**src/rtl/cmp8_pkg.sv**
```systemverilog
// Shared types and defaults for the cmp8 comparator family and its min/max tracker.
package cmp8_pkg;

  localparam int unsigned WIDTH_DEF = 8;
  localparam int unsigned CNT_W_DEF = 8;

  typedef enum logic [1:0] {
    IDLE,
    CMP_MAX,
    CMP_MIN,
    DONE
  } minmax_state_t;

endpackage

```
**src/rtl/cmp8_minmax_tracker.sv**
```systemverilog
// Frame-level min/max/count tracker driving one external cmp8 comparator.
// Optional per-extreme position outputs are enabled with CMP8_MINMAX_ARGIDX_EN.
module cmp8_minmax_tracker
  import cmp8_pkg::*;
#(
  parameter int unsigned WIDTH = WIDTH_DEF,
  parameter int unsigned CNT_W = CNT_W_DEF
) (
  input  logic             clk,
  input  logic             rst_n,
  input  logic             in_valid,
  output logic             in_ready,
  input  logic [WIDTH-1:0] in_data,
  input  logic             in_last,
  output logic [WIDTH-1:0] cmp_a,
  output logic [WIDTH-1:0] cmp_b,
  input  logic             cmp_gt,
  input  logic             cmp_lt,
  output logic             out_valid,
  input  logic             out_ready,
  output logic [WIDTH-1:0] out_max,
  output logic [WIDTH-1:0] out_min,
  output logic [CNT_W-1:0] out_count
`ifdef CMP8_MINMAX_ARGIDX_EN
  ,
  output logic [CNT_W-1:0] out_max_idx,
  output logic [CNT_W-1:0] out_min_idx
`endif
);

  localparam logic [CNT_W-1:0] CntMax = {CNT_W{1'b1}};
  localparam logic [CNT_W-1:0] CntOne = {{(CNT_W-1){1'b0}}, 1'b1};

  minmax_state_t    state_q, state_d;
  logic             first_q, first_d;
  logic             last_q, last_d;
  logic [WIDTH-1:0] sample_q, sample_d;
  logic [WIDTH-1:0] max_q, max_d;
  logic [WIDTH-1:0] min_q, min_d;
  logic [CNT_W-1:0] count_q, count_d;
  logic             accept;

`ifdef CMP8_MINMAX_ARGIDX_EN
  // pos_q is the zero-based position of the sample under comparison; it
  // comes from the pre-increment count so it saturates at CntMax too.
  logic [CNT_W-1:0] pos_q, pos_d;
  logic [CNT_W-1:0] max_idx_q, max_idx_d;
  logic [CNT_W-1:0] min_idx_q, min_idx_d;
`endif

  always_comb begin
    state_d   = state_q;
    first_d   = first_q;
    last_d    = last_q;
    sample_d  = sample_q;
    max_d     = max_q;
    min_d     = min_q;
    count_d   = count_q;
`ifdef CMP8_MINMAX_ARGIDX_EN
    pos_d     = pos_q;
    max_idx_d = max_idx_q;
    min_idx_d = min_idx_q;
`endif
    cmp_a     = sample_q;
    cmp_b     = '0;
    in_ready  = 1'b0;
    out_valid = 1'b0;
    accept    = 1'b0;

    unique case (state_q)
      IDLE: begin
        // Held low while reset is asserted so nothing looks acceptable then.
        in_ready = rst_n;
        accept   = in_valid && rst_n;
        if (accept) begin
          sample_d = in_data;
          last_d   = in_last;
          count_d  = (count_q == CntMax) ? count_q : count_q + CntOne;
`ifdef CMP8_MINMAX_ARGIDX_EN
          pos_d    = count_q;
`endif
          if (first_q) begin
            max_d     = in_data;
            min_d     = in_data;
            count_d   = CntOne;
            first_d   = 1'b0;
`ifdef CMP8_MINMAX_ARGIDX_EN
            max_idx_d = '0;
            min_idx_d = '0;
`endif
            state_d   = in_last ? DONE : IDLE;
          end else begin
            state_d = CMP_MAX;
          end
        end
      end
      CMP_MAX: begin
        cmp_b = max_q;
        if (cmp_gt) begin
          max_d     = sample_q;
`ifdef CMP8_MINMAX_ARGIDX_EN
          max_idx_d = pos_q;
`endif
        end
        state_d = CMP_MIN;
      end
      CMP_MIN: begin
        cmp_b = min_q;
        // An illegal gt&lt pair is read as gt only, so it never moves min.
        if (cmp_lt && !cmp_gt) begin
          min_d     = sample_q;
`ifdef CMP8_MINMAX_ARGIDX_EN
          min_idx_d = pos_q;
`endif
        end
        state_d = last_q ? DONE : IDLE;
      end
      DONE: begin
        out_valid = 1'b1;
        if (out_ready) begin
          first_d = 1'b1;
          count_d = '0;
          state_d = IDLE;
        end
      end
      default: state_d = IDLE;
    endcase
  end

  always_ff @(posedge clk or negedge rst_n) begin
    if (!rst_n) begin
      state_q   <= IDLE;
      first_q   <= 1'b1;
      last_q    <= 1'b0;
      sample_q  <= '0;
      max_q     <= '0;
      min_q     <= '0;
      count_q   <= '0;
`ifdef CMP8_MINMAX_ARGIDX_EN
      pos_q     <= '0;
      max_idx_q <= '0;
      min_idx_q <= '0;
`endif
    end else begin
      state_q   <= state_d;
      first_q   <= first_d;
      last_q    <= last_d;
      sample_q  <= sample_d;
      max_q     <= max_d;
      min_q     <= min_d;
      count_q   <= count_d;
`ifdef CMP8_MINMAX_ARGIDX_EN
      pos_q     <= pos_d;
      max_idx_q <= max_idx_d;
      min_idx_q <= min_idx_d;
`endif
    end
  end

  assign out_max   = max_q;
  assign out_min   = min_q;
  assign out_count = count_q;
`ifdef CMP8_MINMAX_ARGIDX_EN
  assign out_max_idx = max_idx_q;
  assign out_min_idx = min_idx_q;
`endif

endmodule

```
**config.mk**
```make
export PLATFORM = sky130hd
export DESIGN_NAME = cmp8_minmax_tracker
export DESIGN_NICKNAME = d
export VERILOG_FILES = /design/src/rtl/cmp8_pkg.sv /design/src/rtl/cmp8_minmax_tracker.sv
export SDC_FILE = /design/constraint.sdc
export NUM_CORES = 1
export LEC_CHECK = 0
export CORE_ASPECT_RATIO = 1.75
export CORE_MARGIN = 2
export CORE_UTILIZATION = 47
export DETAILED_ROUTE_END_ITERATION = 10
export HOLD_SLACK_MARGIN = 0.06
export PLACE_DENSITY = 0.79
export SLEW_MARGIN = 20
export SYNTH_ARGS = -nofsm -noshare
export SYNTH_HDL_FRONTEND = slang
export SYNTH_SLANG_ARGS = --single-unit
```
**constraint.sdc**
```tcl
create_clock -name clk -period 2.39 [get_ports clk]
set_input_delay 0.478 -clock clk [delete_from_list [all_inputs] [get_ports clk]]
set_output_delay 0.478 -clock clk [all_outputs]
set_load 0.05 [all_outputs]
```
; After elaboration in Yosys (flattened, before gate mapping)
; Index checks and enable logic that the tools add are counted.
; W data, S select, Z words.
[classes]
addsub = 1
n_eq_ne = 10
muxes = 23
n_reduce_logical = 13
[op_table]
columns = op, n
row1 = $mux W8, 8
row2 = $pmux W8 S2, 4
row3 = $reduce_and A4 Y1, 3
row4 = $mux W2, 5
row5 = $ne A2 B2 Y1 const B, 5
row6 = $add A8 B1 Y8 const B, 1
row7 = $eq A8 B8 Y1 const B, 1
row8 = $pmux W2 S4, 1
row9 = $reduce_bool A2 Y1, 3
row10 = $eq A2 B2 Y1 const B, 2
row11 = $mux W1, 4
row12 = $reduce_and A2 Y1, 2
row13 = $ne A3 B3 Y1 const B, 1
row14 = $reduce_and A3 Y1, 1
row15 = $eq A2 B1 Y1 const B, 1
row16 = $logic_and A1 B1 Y1, 2
row17 = $logic_not A2 Y1, 1
row18 = $pmux W1 S2, 1
row19 = $logic_not A1 Y1, 1
[totals]
reg_bits = 36
output_inout_bits = 42

; Logic depth before layout (Yosys ltp)
[depth]
word_depth = 5
depth_mapped = 8
ltp_nobuf = 6

; Worst setup path after synthesis
; OpenSTA, ideal clock, no wires.
[synth_timing]
kind = flip-flop to output port
startpoint = register state_q[1]
endpoint = output cmp_b[1]
t_arrival_ns = 2.030
required_time_ns = 1.912
slack_ns = -0.118
stages_incl_launch_ff = 7
path_buffers = 2
cell_sequence = dfrtp_1 -> inv_1 -> ha_1 -> buf_2 -> buf_1 -> a22oi_1 -> nor2b_1
[synth_between]
elab_chain_cells = 2
[synth_lines]
columns = element, line
row1 = from (decl), cmp8_minmax_tracker.sv:34  ; minmax_state_t state_q, state_d;
row2 = from (signal assigned), cmp8_minmax_tracker.sv:145  ; state_q <= state_d;
row3 = $eq A2 B2 Y1 / $eq A2 B1 Y1 (equally long branches), cmp8_minmax_tracker.sv:70  ; unique case (state_q)
row4 = $pmux W8 S2 (*), cmp8_minmax_tracker.sv:70
row5 = to (decl), cmp8_minmax_tracker.sv:16  ; output logic [WIDTH-1:0] cmp_b,
; Mark *: on every way between the ends. The rest lies on a longest branch, timed or not.

; Worst setup path in the final report
[layout_timing]
startpoint = input rst_n
endpoint = register count_q[2], in the netlist out_count[2]
[layout_between]
elab_chain_cells = 3
[layout_lines]
columns = element, line
row1 = from (decl), cmp8_minmax_tracker.sv:10  ; input logic rst_n,
row2 = $logic_and A1 B1 Y1, cmp8_minmax_tracker.sv:74  ; accept = in_valid && rst_n;
row3 = $ne A2 B2 Y1 (no line), --
row4 = $reduce_and A4 Y1 (no line), --
row5 = to (signal assigned), cmp8_minmax_tracker.sv:151  ; count_q <= count_d;
row6 = to (decl), cmp8_minmax_tracker.sv:40  ; logic [CNT_W-1:0] count_q, count_d;
; Every way passes these cells.
; A chain may end at the register's enable or synchronous reset.

==> metrics.yaml <==
first_pass_iters: 4
drt_iter0_drc: 29
required_ns: 2.58
via_count: 1720
setup_viol: 0
drc: 0
fin_util_pct: 68.6
die_area_sq_um: 4710
die_w_um: 52.7
instances_no_fill: 306
synthesis.nets: 213
htreeDepth: 2
max_stage_delay_ns: 0.54
synth_top_area_share_pct: 44.8
grt_pass1_wl_um: 8050
fin_crit_ns: 2.22
synth_fa_ha_area_share_pct: 3.20
rrSetupSlack_ns: 0.39
synth_simple_gate_area_share_pct: 14.8
final.period_utilization_pct: 92.8
hold_violations: 0
cts_root_buf: "clkbuf_8"
synthTopCellsByArea: "dfrtp_1, mux2i_1, a21oi_1, mux2_2, nor2_1"
seqCellArea_sq_um: 902
hold_path.class: "register to register"
setup_tns_ns: 0
start_util_pct: 48.0
clk_latency_ns: 0.28
antenna_cells: 0
postSynthCellCount: 193
cp_slowest_cell: "dlygate4sd3_1"
gp_congestion: 0.748
drv_slew: 0
vias_per_cell: 5.62
netlist.top_cell.by_area: "dfrtp_1"
grt_usage_pct: 22.8
syn_to_final_growth_pct: 43.1
wl_per_cell_um: 16.1
synth_warnings: 0
avgSynthCellArea_sq_um: 10.1
place_inst: 297
tritoncts: "built"
synthXorXnorAreaFrac_pct: 0
wl_um: 4930
worstSetupEndpointType: "register"
r2r_end: "out_count[2]$_DFFE_PN0P_"
numCtsBuffers: 5
startpoint_type: "input pin"
pin_count: 57
cp_cell_sequence: "dlygate4sd3_1 -> buf_2 -> nand2_1 -> a211o_1 -> or2_1 -> o31ai_2"
overflow: 0
ys_types: 38
muxShareOfSynthArea_pct: 13.3
dp_hpwl_um: 3580
coreArea_sq_um: 4070
synth_area_sq_um: 1950
maxCapViolCount: 0
seq_area_frac_synth_pct: 46.2
yosysMostFrequentCell: "dfrtp_1"
tightest_slew_ns: 0.538
synth_top_family_by_area: "compound AO/OA/AOI/OAI gates"
clock-sinks: 36
nets: 276
fp.dieH_um: 89.3
rsz0062_at_grt: "false"
min_path_cells: 1
hold_end: "out_count[6]$_DFFE_PN0P_"
synth_compound_area_share_pct: 18.4
run_status: "finished, final reports clean"
grt_max_degree: 21
core.rowCount: 31
nFillCells: 328
rr_worst_depth: 6
detail-route-antenna-nets: 0
drive_above_1_share_pct: 16.7
post-place-ws_ns: 0.194
maxSlewHeadroom_pct: 64.0
timing.rr.start: "state_q[1]$_DFFE_PN0P_"
async_reset_ff_share_pct: 100
grt_pass1_vias: 1702
multi_input_comb_area_sq_um: 976
io_buffers: 56
cts.reportedPaths.clkPinSlew_ns: 0.07
skew_ns: 0.00443
synth-edff-count: 0
synth_commonest_cells: "dfrtp_1, nor2_1, a21oi_1, mux2i_1, nor2b_1"
cp.arrival_ns: 2.41
clockBufferDepth: 2
path_class: "input pin to register"
ys_ff_latch: 36
cts_setup_buffers: 0
synth_ff_type: "dfrtp_1"
hp-start: "out_count[6]$_DFFE_PN0P_"
antenna_found_initial: 0
fmax_mhz: 451
path_max_fanout: 10
postLayoutSetupSlackWorst_ns: 0.172
==> critical path, delay by kind of cell <==
| family | cells | cell delay (ns) |
|---|---|---|
| AOI/OAI and AO/OA | 2 | 0.69 |
| and+or+nand+nor | 2 | 0.48 |
| buffers and inverters | 2 | 0.77 |
==> cell type report <==
class                           instances  area share (%)
Inverter                                4           0.537
Clock buffer                            6            2.60
Clock inverter                          2            1.25
Sequential cell                        36            32.3
Multi-Input combinational cell        142            34.9
Tap cell                               49            2.19
Timing Repair Buffer                   67            26.2
==> state kept, by name, summed over array words and instances, names as in the netlist <==
signal / flops
cmp_a: 8
out_count: 8
out_max: 8
out_min: 8
state_q: 2
first_q: 1
last_q: 1
==> worst max-delay path by stage <==
stage	startpoint	endpoint	slack [ns]	cells past startpoint
6_report	rst_n	out_count[2]$_DFFE_PN0P_	0.17	6
5_1_grt	rst_n	out_count[1]$_DFFE_PN0P_	0.07	6
4_1_cts	state_q[0]$_DFFE_PN0P_	out_valid	0.04	2
3_5_place_dp	in_valid	out_count[2]$_DFFE_PN0P_	0.19	5
3_3_place_gp	in_valid	out_count[2]$_DFFE_PN0P_	0.22	5
2_1_floorplan	state_q[1]$_DFFE_PN0P_	cmp_b[1]	0.12	6
==> through the flow <==
stage,cell area [sq um],hold WS (ns)
floorplan,1960,0.182
CTS,2790,0.535
finish,2800,0.538
detailed placement,2680,0.341
global route,2800,0.574
global placement,2680,0.337
==> logic make-up (layout without fill, tap and decap cells) <==
| family | after synthesis | count (layout) |
|---|---|---|
| AO/OA/AOI/OAI | 55 | 55 |
| adder cells (fa/ha/maj) | 5 | 5 |
| buffers and inverters | 15 | 79 |
| flip-flops | 36 | 36 |
| multiplexers | 25 | 25 |
| AND/OR/NAND/NOR | 57 | 57 |
==> per-layer routing <==
metal	global-route usage [%]	share of wire, %	up-vias
met5	0	0	-
met3	6.02	5.8	4
li1	-	-	824
met4	5.59	0.69	0
met2	39.4	53	52
met1	27.8	40	840
==> placed cells by master (no fill, tap or decap), drive strengths merged, types with 2 or more instances in the layout <==
cell type       n
a21oi          21
a211o           2
inv             4
nand4           2
buf            20
nand2b          2
ha              5
o21ai           8
dfrtp          35
clkbuf          6
mux2            8
nand2           7
o31ai           6
nor2b          10
a22oi           9
and3            2
or2             2
clkdlybuf4s50  45
mux2i          17
nor2           22
nand3           4
a31oi           3
nand3b          2
==> what timing repair did <==
| item | in CTS | in global routing |
|---|---|---|
| endpoints found under the setup margin | 0 | 1 |
| hold buffers | 1 | 0 |
| endpoints found under the hold margin | 4 | 0 |
| resized for setup | 0 | 1 |
Power is left out: the tool's default activity adds up to more than one toggle a clock period on the data nets, which glitch-free logic cannot reach.
